===== config.mk =====
export PLATFORM = sky130hd
export DESIGN_NAME = mem_port_arbiter
export DESIGN_NICKNAME = d
export VERILOG_FILES = /design/src/rtl/mem_arb_pkg.sv /design/src/rtl/mem_lane_align.sv /design/src/rtl/mem_port_arbiter.sv
export SDC_FILE = /design/constraint.sdc
export NUM_CORES = 1
export LEC_CHECK = 0
export ABC_AREA = 0
export BUFFER_PORTS_ARGS = -buffer_cell sky130_fd_sc_hd__clkbuf_2
export CORE_MARGIN = 2
export CORE_UTILIZATION = 35
export DETAILED_ROUTE_END_ITERATION = 10
export GPL_ROUTABILITY_DRIVEN = 0
export GPL_TIMING_DRIVEN = 0
export SLEW_MARGIN = 5
export SYNTH_ARGS = -nofsm -noshare
export SYNTH_HDL_FRONTEND = slang
export SYNTH_SLANG_ARGS = --single-unit
export TNS_END_PERCENT = 50

===== constraint.sdc =====
create_clock -name clk -period 3.45 [get_ports clk]
set_input_delay 0.69 -clock clk [delete_from_list [all_inputs] [get_ports clk]]
set_output_delay 0.69 -clock clk [all_outputs]
set_load 0.01 [all_outputs]

===== src/rtl/mem_arb_pkg.sv =====
// rtl/mem_arb_pkg.sv - shared types and constants for the memory port arbiter
package mem_arb_pkg;
    typedef enum logic [1:0] {IDLE, RD, WR} state_e;

    localparam logic [2:0] SZ_BYTE = 3'b000;
    localparam logic [2:0] SZ_WORD = 3'b010;

    // Fixed AXI attributes for the single-beat, non-bursting master
    localparam logic [1:0] AXI_BURST = 2'b00;
    localparam logic [7:0] AXI_LEN   = 8'd0;
    localparam logic [3:0] AXI_CACHE = 4'b0011;
    localparam logic [3:0] AXI_ID    = 4'd0;
endpackage


===== src/rtl/mem_lane_align.sv =====
// rtl/mem_lane_align.sv - byte-lane strobe/data generation and read byte extraction
module mem_lane_align
    import mem_arb_pkg::*;
(
    input  logic [2:0]  st_size,
    input  logic [1:0]  st_lane,
    input  logic [31:0] st_data,
    output logic [3:0]  st_strb,
    output logic [31:0] st_wdata,
    input  logic [2:0]  ld_size,
    input  logic [1:0]  ld_lane,
    input  logic [31:0] ld_rdata,
    output logic [31:0] ld_data
);
    always_comb begin
        st_strb  = 4'hf;
        st_wdata = st_data;
        ld_data  = ld_rdata;
        // Byte stores drive every lane so the slave picks the right one via wstrb
        if (st_size == SZ_BYTE) begin
            st_strb  = 4'b0001 << st_lane;
            st_wdata = {4{st_data[7:0]}};
        end
        if (ld_size == SZ_BYTE) begin
            ld_data = {24'h0, ld_rdata[{ld_lane, 3'b000} +: 8]};
        end
    end
endmodule


===== src/rtl/mem_port_arbiter.sv =====
// rtl/mem_port_arbiter.sv - shares one AXI4 master between fetch and load/store ports
module mem_port_arbiter
    import mem_arb_pkg::*;
#(
    parameter int ADDR_W = 29
) (
    input  logic              clk,
    input  logic              rst,
    input  logic              m0_req,
    input  logic [ADDR_W-1:0] m0_addr,
    output logic              m0_ack,
    input  logic              m1_req,
    input  logic              m1_we,
    input  logic [2:0]        m1_size,
    input  logic [ADDR_W-1:0] m1_addr,
    input  logic [31:0]       m1_wdata,
    output logic              m1_ack,
    output logic [31:0]       resp_data,
    output logic [ADDR_W-1:0] araddr,
    output logic [2:0]        arsize,
    output logic              arvalid,
    input  logic              arready,
    input  logic [31:0]       rdata,
    input  logic              rvalid,
    output logic              rready,
    output logic [ADDR_W-1:0] awaddr,
    output logic [2:0]        awsize,
    output logic              awvalid,
    input  logic              awready,
    output logic [31:0]       wdata,
    output logic [3:0]        wstrb,
    output logic              wvalid,
    output logic              wlast,
    input  logic              wready,
    input  logic              bvalid,
    output logic              bready
);
    state_e            state_q, state_d;
    logic              last_grant_q, last_grant_d;
    logic              port_q, port_d;
    logic [2:0]        size_q, size_d;
    logic [ADDR_W-1:0] addr_q, addr_d;
    logic [31:0]       wdata_q, wdata_d;
    logic [3:0]        wstrb_q, wstrb_d;
    logic [31:0]       resp_data_q, resp_data_d;
    logic              arvalid_q, arvalid_d, rready_q, rready_d;
    logic              awvalid_q, awvalid_d, wvalid_q, wvalid_d, bready_q, bready_d;
    logic              aw_done_q, aw_done_d, w_done_q, w_done_d;
    logic              m0_ack_q, m0_ack_d, m1_ack_q, m1_ack_d;

    logic        m0_elig, m1_elig;
    logic [3:0]  st_strb;
    logic [31:0] st_wdata, ld_data;

    mem_lane_align u_align (
        .st_size  (m1_size),
        .st_lane  (m1_addr[1:0]),
        .st_data  (m1_wdata),
        .st_strb  (st_strb),
        .st_wdata (st_wdata),
        .ld_size  (size_q),
        .ld_lane  (addr_q[1:0]),
        .ld_rdata (rdata),
        .ld_data  (ld_data)
    );

    // A port acked this cycle still has req high; it must not be granted again
    assign m0_elig = m0_req & ~m0_ack_q;
    assign m1_elig = m1_req & ~m1_ack_q;

    always_comb begin
        state_d      = state_q;
        last_grant_d = last_grant_q;
        port_d       = port_q;
        size_d       = size_q;
        addr_d       = addr_q;
        wdata_d      = wdata_q;
        wstrb_d      = wstrb_q;
        resp_data_d  = resp_data_q;
        arvalid_d    = arvalid_q;
        rready_d     = rready_q;
        awvalid_d    = awvalid_q;
        wvalid_d     = wvalid_q;
        bready_d     = bready_q;
        aw_done_d    = aw_done_q;
        w_done_d     = w_done_q;
        m0_ack_d     = 1'b0;
        m1_ack_d     = 1'b0;
        case (state_q)
            IDLE: begin
                if (m0_elig && (!m1_elig || last_grant_q)) begin
                    state_d      = RD;
                    last_grant_d = 1'b0;
                    port_d       = 1'b0;
                    size_d       = SZ_WORD;
                    addr_d       = m0_addr;
                    arvalid_d    = 1'b1;
                    rready_d     = 1'b1;
                end else if (m1_elig) begin
                    last_grant_d = 1'b1;
                    port_d       = 1'b1;
                    size_d       = m1_size;
                    addr_d       = m1_addr;
                    if (m1_we) begin
                        state_d   = WR;
                        wdata_d   = st_wdata;
                        wstrb_d   = st_strb;
                        awvalid_d = 1'b1;
                        wvalid_d  = 1'b1;
                        bready_d  = 1'b1;
                        aw_done_d = 1'b0;
                        w_done_d  = 1'b0;
                    end else begin
                        state_d   = RD;
                        arvalid_d = 1'b1;
                        rready_d  = 1'b1;
                    end
                end
            end
            RD: begin
                if (arvalid_q && arready) begin
                    arvalid_d = 1'b0;
                end
                if (rvalid && rready_q) begin
                    rready_d    = 1'b0;
                    resp_data_d = ld_data;
                    m0_ack_d    = ~port_q;
                    m1_ack_d    = port_q;
                    state_d     = IDLE;
                end
            end
            WR: begin
                if (awvalid_q && awready) begin
                    awvalid_d = 1'b0;
                    aw_done_d = 1'b1;
                end
                if (wvalid_q && wready) begin
                    wvalid_d = 1'b0;
                    w_done_d = 1'b1;
                end
                // The response only counts once both address and data have been accepted
                if (bvalid && bready_q && aw_done_q && w_done_q) begin
                    bready_d = 1'b0;
                    m1_ack_d = 1'b1;
                    state_d  = IDLE;
                end
            end
            default: state_d = IDLE;
        endcase
    end

    always_ff @(posedge clk or posedge rst) begin
        if (rst) begin
            state_q      <= IDLE;
            last_grant_q <= 1'b1;
            port_q       <= 1'b0;
            size_q       <= 3'b000;
            addr_q       <= '0;
            wdata_q      <= 32'h0;
            wstrb_q      <= 4'h0;
            resp_data_q  <= 32'h0;
            arvalid_q    <= 1'b0;
            rready_q     <= 1'b0;
            awvalid_q    <= 1'b0;
            wvalid_q     <= 1'b0;
            bready_q     <= 1'b0;
            aw_done_q    <= 1'b0;
            w_done_q     <= 1'b0;
            m0_ack_q     <= 1'b0;
            m1_ack_q     <= 1'b0;
        end else begin
            state_q      <= state_d;
            last_grant_q <= last_grant_d;
            port_q       <= port_d;
            size_q       <= size_d;
            addr_q       <= addr_d;
            wdata_q      <= wdata_d;
            wstrb_q      <= wstrb_d;
            resp_data_q  <= resp_data_d;
            arvalid_q    <= arvalid_d;
            rready_q     <= rready_d;
            awvalid_q    <= awvalid_d;
            wvalid_q     <= wvalid_d;
            bready_q     <= bready_d;
            aw_done_q    <= aw_done_d;
            w_done_q     <= w_done_d;
            m0_ack_q     <= m0_ack_d;
            m1_ack_q     <= m1_ack_d;
        end
    end

    assign m0_ack    = m0_ack_q;
    assign m1_ack    = m1_ack_q;
    assign resp_data = resp_data_q;
    assign araddr    = addr_q;
    assign arsize    = size_q;
    assign arvalid   = arvalid_q;
    assign rready    = rready_q;
    assign awaddr    = addr_q;
    assign awsize    = size_q;
    assign awvalid   = awvalid_q;
    assign wdata     = wdata_q;
    assign wstrb     = wstrb_q;
    assign wvalid    = wvalid_q;
    assign wlast     = wvalid_q;
    assign bready    = bready_q;
endmodule


==> impl_metrics.json <==
{
  "status": "completed",
  "numCtsBuffers": 17,
  "critPathMaxStageDelay_ps": 540,
  "syn_area_um2": 6110,
  "rsz0062_at_grt": "false",
  "timing.rr.start": "state_q[1]$_DFFE_PP0P_",
  "placed_cells": 1092,
  "relSlewSlack_pct": 41.9,
  "syn_nets": 728,
  "synth_seq_area_share_pct": 46.3,
  "final_antenna_net_count": 0,
  "grt_pass1_wl_mm": 30.5,
  "vias": 5721,
  "dp.final_hpwl_mm": 15.1,
  "cp_slowest_cell": "clkbuf_1",
  "drt_first_pass_iters": 4,
  "insertion_delay_ps": 410,
  "timing.final.crit_share_pct": 69.2,
  "drive_gt1_share_pct": 40.3,
  "skew_ps": 8.20,
  "antenna_found_initial": 0,
  "ff2ff_path_depth": 6,
  "fin_util_pct": 48.9,
  "ir_drop_mv": 0.426,
  "maxSlewViolCount": 0,
  "holdCritPathClass": "primary input to asynchronous set/reset pin",
  "worstMarginPinSlew_ps": 859,
  "tns_ps": 0,
  "setup_viol": 0,
  "ff2ff_setup_slack_ps": 1060,
  "core_area_um2": 17200,
  "syn-instance-count": 590,
  "ys_types": 53,
  "wl_per_cell_um": 17.7,
  "stdcell_count": 1123,
  "ios": 275,
  "maxCapViolCount": 0,
  "p_per_area_nw_per_um2": 927,
  "cp.arrival_ps": 2730,
  "grt_pass1_vias": 5687,
  "fillers": 1659,
  "hold_viol_final": 0,
  "fp.dieH_um": 136,
  "cts.sinks": 113,
  "cts_tree": "yes",
  "dieArea_um2": 18500,
  "hold_buffers": 0,
  "yosysWarnings": 0,
  "path_clk_slew_ps": 60,
  "required_ps": 3800,
  "grt_max_degree": 34,
  "cts.path.max_buffers": 2,
  "synth-seq-cells": 113,
  "fin_nets": 1024,
  "drt-total-wl_mm": 19.9,
  "ys.flop_type": "dfrtp_1",
  "clockRootBuffer": "clkbuf_16",
  "cp-end-kind": "register",
  "cts_max_level": 4,
  "crit_chain": "inv_1 -> ha_1 -> nand3_1 -> clkbuf_1 -> buf_1 -> a22o_1",
  "worstSetupPathType": "register to register",
  "viasPerCell": 5.09,
  "gr-total-overflow": 0,
  "async_flop_share_pct": 100,
  "cts-resized-gates": 0,
  "p_leak_nw": 4.24,
  "drc": 0,
  "start_util_pct": 35.6,
  "post_cts_buffers": 0,
  "rows": 48,
  "die_w_um": 136,
  "crit_path_start_kind": "register",
  "drtIter0Drc": 261,
  "globalRouteTotalUtil_pct": 21.6,
  "synth-edff-count": 0,
  "fin_crit_ps": 2390,
  "avgSynthCellArea_um2": 10.4,
  "num_antenna_cells": 0,
  "cp_max_fo": 10,
  "fmax_mhz": 419,
  "io_buffers": 274,
  "timing.rr.end": "resp_data[8]$_DFFE_PP0P_",
  "syn_to_final_growth_pct": 37.4
}
-- state kept, by name, summed over array words and instances, names as in the netlist, 2 cells and up --
register,cells
wstrb,4
wdata,32
state_q,2
arsize,3
resp_data,32
araddr,29
-- per-layer routing --
metal  part of all wire (%)  vias up  global-route usage (%)  wire (um)
li1                       -     2722                       -          -
met1                     43     2724                    28.0       8490
met2                     46      235                    33.6       9220
met3                    7.8       40                    6.23       1540
met4                    3.0        0                    9.38        598
met5                      0        -                       0          0
-- placed cells by master (no fill, tap or decap), drive strengths merged, types with 9 or more instances in the layout --
cell,instances
a221oi,29
buf,45
a211oi,11
a21oi,29
o21ai,31
and3b,30
mux2i,34
dfrtp,112
a22o,27
and2,11
nor3b,9
mux2,12
clkbuf,340
a22oi,30
inv,68
-- cell usage after synthesis, types with 3 or more instances --
cell	n	area share, %
nand2b_1	3	0.31
nor4b_1	8	1.1
o211ai_1	5	0.61
buf_2	4	0.33
a32oi_1	3	0.43
ha_1	3	0.61
o21ai_0	31	2.5
nand4_1	3	0.31
a21o_1	3	0.37
a22o_1	27	3.9
mux2_2	6	1.1
a22oi_1	30	3.7
and2_0	3	0.31
buf_4	33	4.1
clkbuf_1	46	2.8
and2_1	8	0.82
mux2_1	5	0.92
a21oi_1	28	2.3
nor3b_1	9	1.1
inv_1	69	4.2
mux2i_1	34	5.6
a221oi_1	29	4.2
a211oi_1	11	1.4
o32a_1	8	1.3
and3b_1	30	4.3
nand3_1	3	0.25
buf_6	3	0.55
dfrtp_1	112	46
-- final cells by class --
cell class | count | area [um2] | area share, %
multi-input combinational | 320 | 2530 | 30.1
tap | 225 | 282 | 3.35
clock inverter | 11 | 114 | 1.36
inverter | 69 | 263 | 3.13
clock buffer | 20 | 457 | 5.44
sequential | 113 | 2830 | 33.7
timing repair buffer | 277 | 1430 | 17.0
buffer | 88 | 493 | 5.87
-- critical path, delay by kind of cell, from the launching register on --
kind | cells | cell delay, ps
buf+inv | 3 | 1150
simple gates | 1 | 300
flops | 1 | 390
fa+ha+maj | 1 | 250
compound gates | 1 | 230
-- power breakdown --
part / leakage (nW) / switching [mW] / total [mW] / internal (mW)
registers: 1.32 / 0.459 / 2.44 / 1.98
logic: 2.64 / 1.93 / 3.64 / 1.70
clock network: 0.281 / 0.625 / 1.71 / 1.09
-- stage by stage --
stage	hold slack (ps)	setup slack [ps]	power, mW	cell area [um2]
2_1_floorplan	420	1390	4.66	6110
3_3_place_gp	466	484	6.07	7770
3_5_place_dp	454	935	6.13	7830
4_1_cts	427	988	7.88	8400
5_1_grt	461	854	8.38	8400
6_report	422	1060	7.79	8400
-- cell families after synthesis --
kind of cell             Yosys count  synth area share (%)
AND/OR/NAND/NOR                   82                  10.1
flip-flops                       113                  46.3
AO/OA/AOI/OAI                    189                  22.8
multiplexers                      46                  7.84
adder cells (fa/ha/maj)            3                 0.614
buffers and inverters            157                  12.3
-- worst max-delay path by stage --
| stage | start | to | slack (ps) | cells after the start |
|---|---|---|---|---|
| detailed placement | rvalid | resp_data[15]$_DFFE_PP0P_ | 930 | 5 |
| CTS | state_q[1]$_DFFE_PP0P_ | resp_data[8]$_DFFE_PP0P_ | 990 | 6 |
| global placement | rst | araddr[13]$_DFFE_PP0P_ | 480 | 2 |
| floorplan | rst | araddr[0]$_DFFE_PP0P_ | 1390 | 1 |
| finish | state_q[1]$_DFFE_PP0P_ | resp_data[8]$_DFFE_PP0P_ | 1060 | 6 |
| global route | state_q[1]$_DFFE_PP0P_ | resp_data[31]$_DFFE_PP0P_ | 850 | 6 |
(Power assumes the default switching activity.)
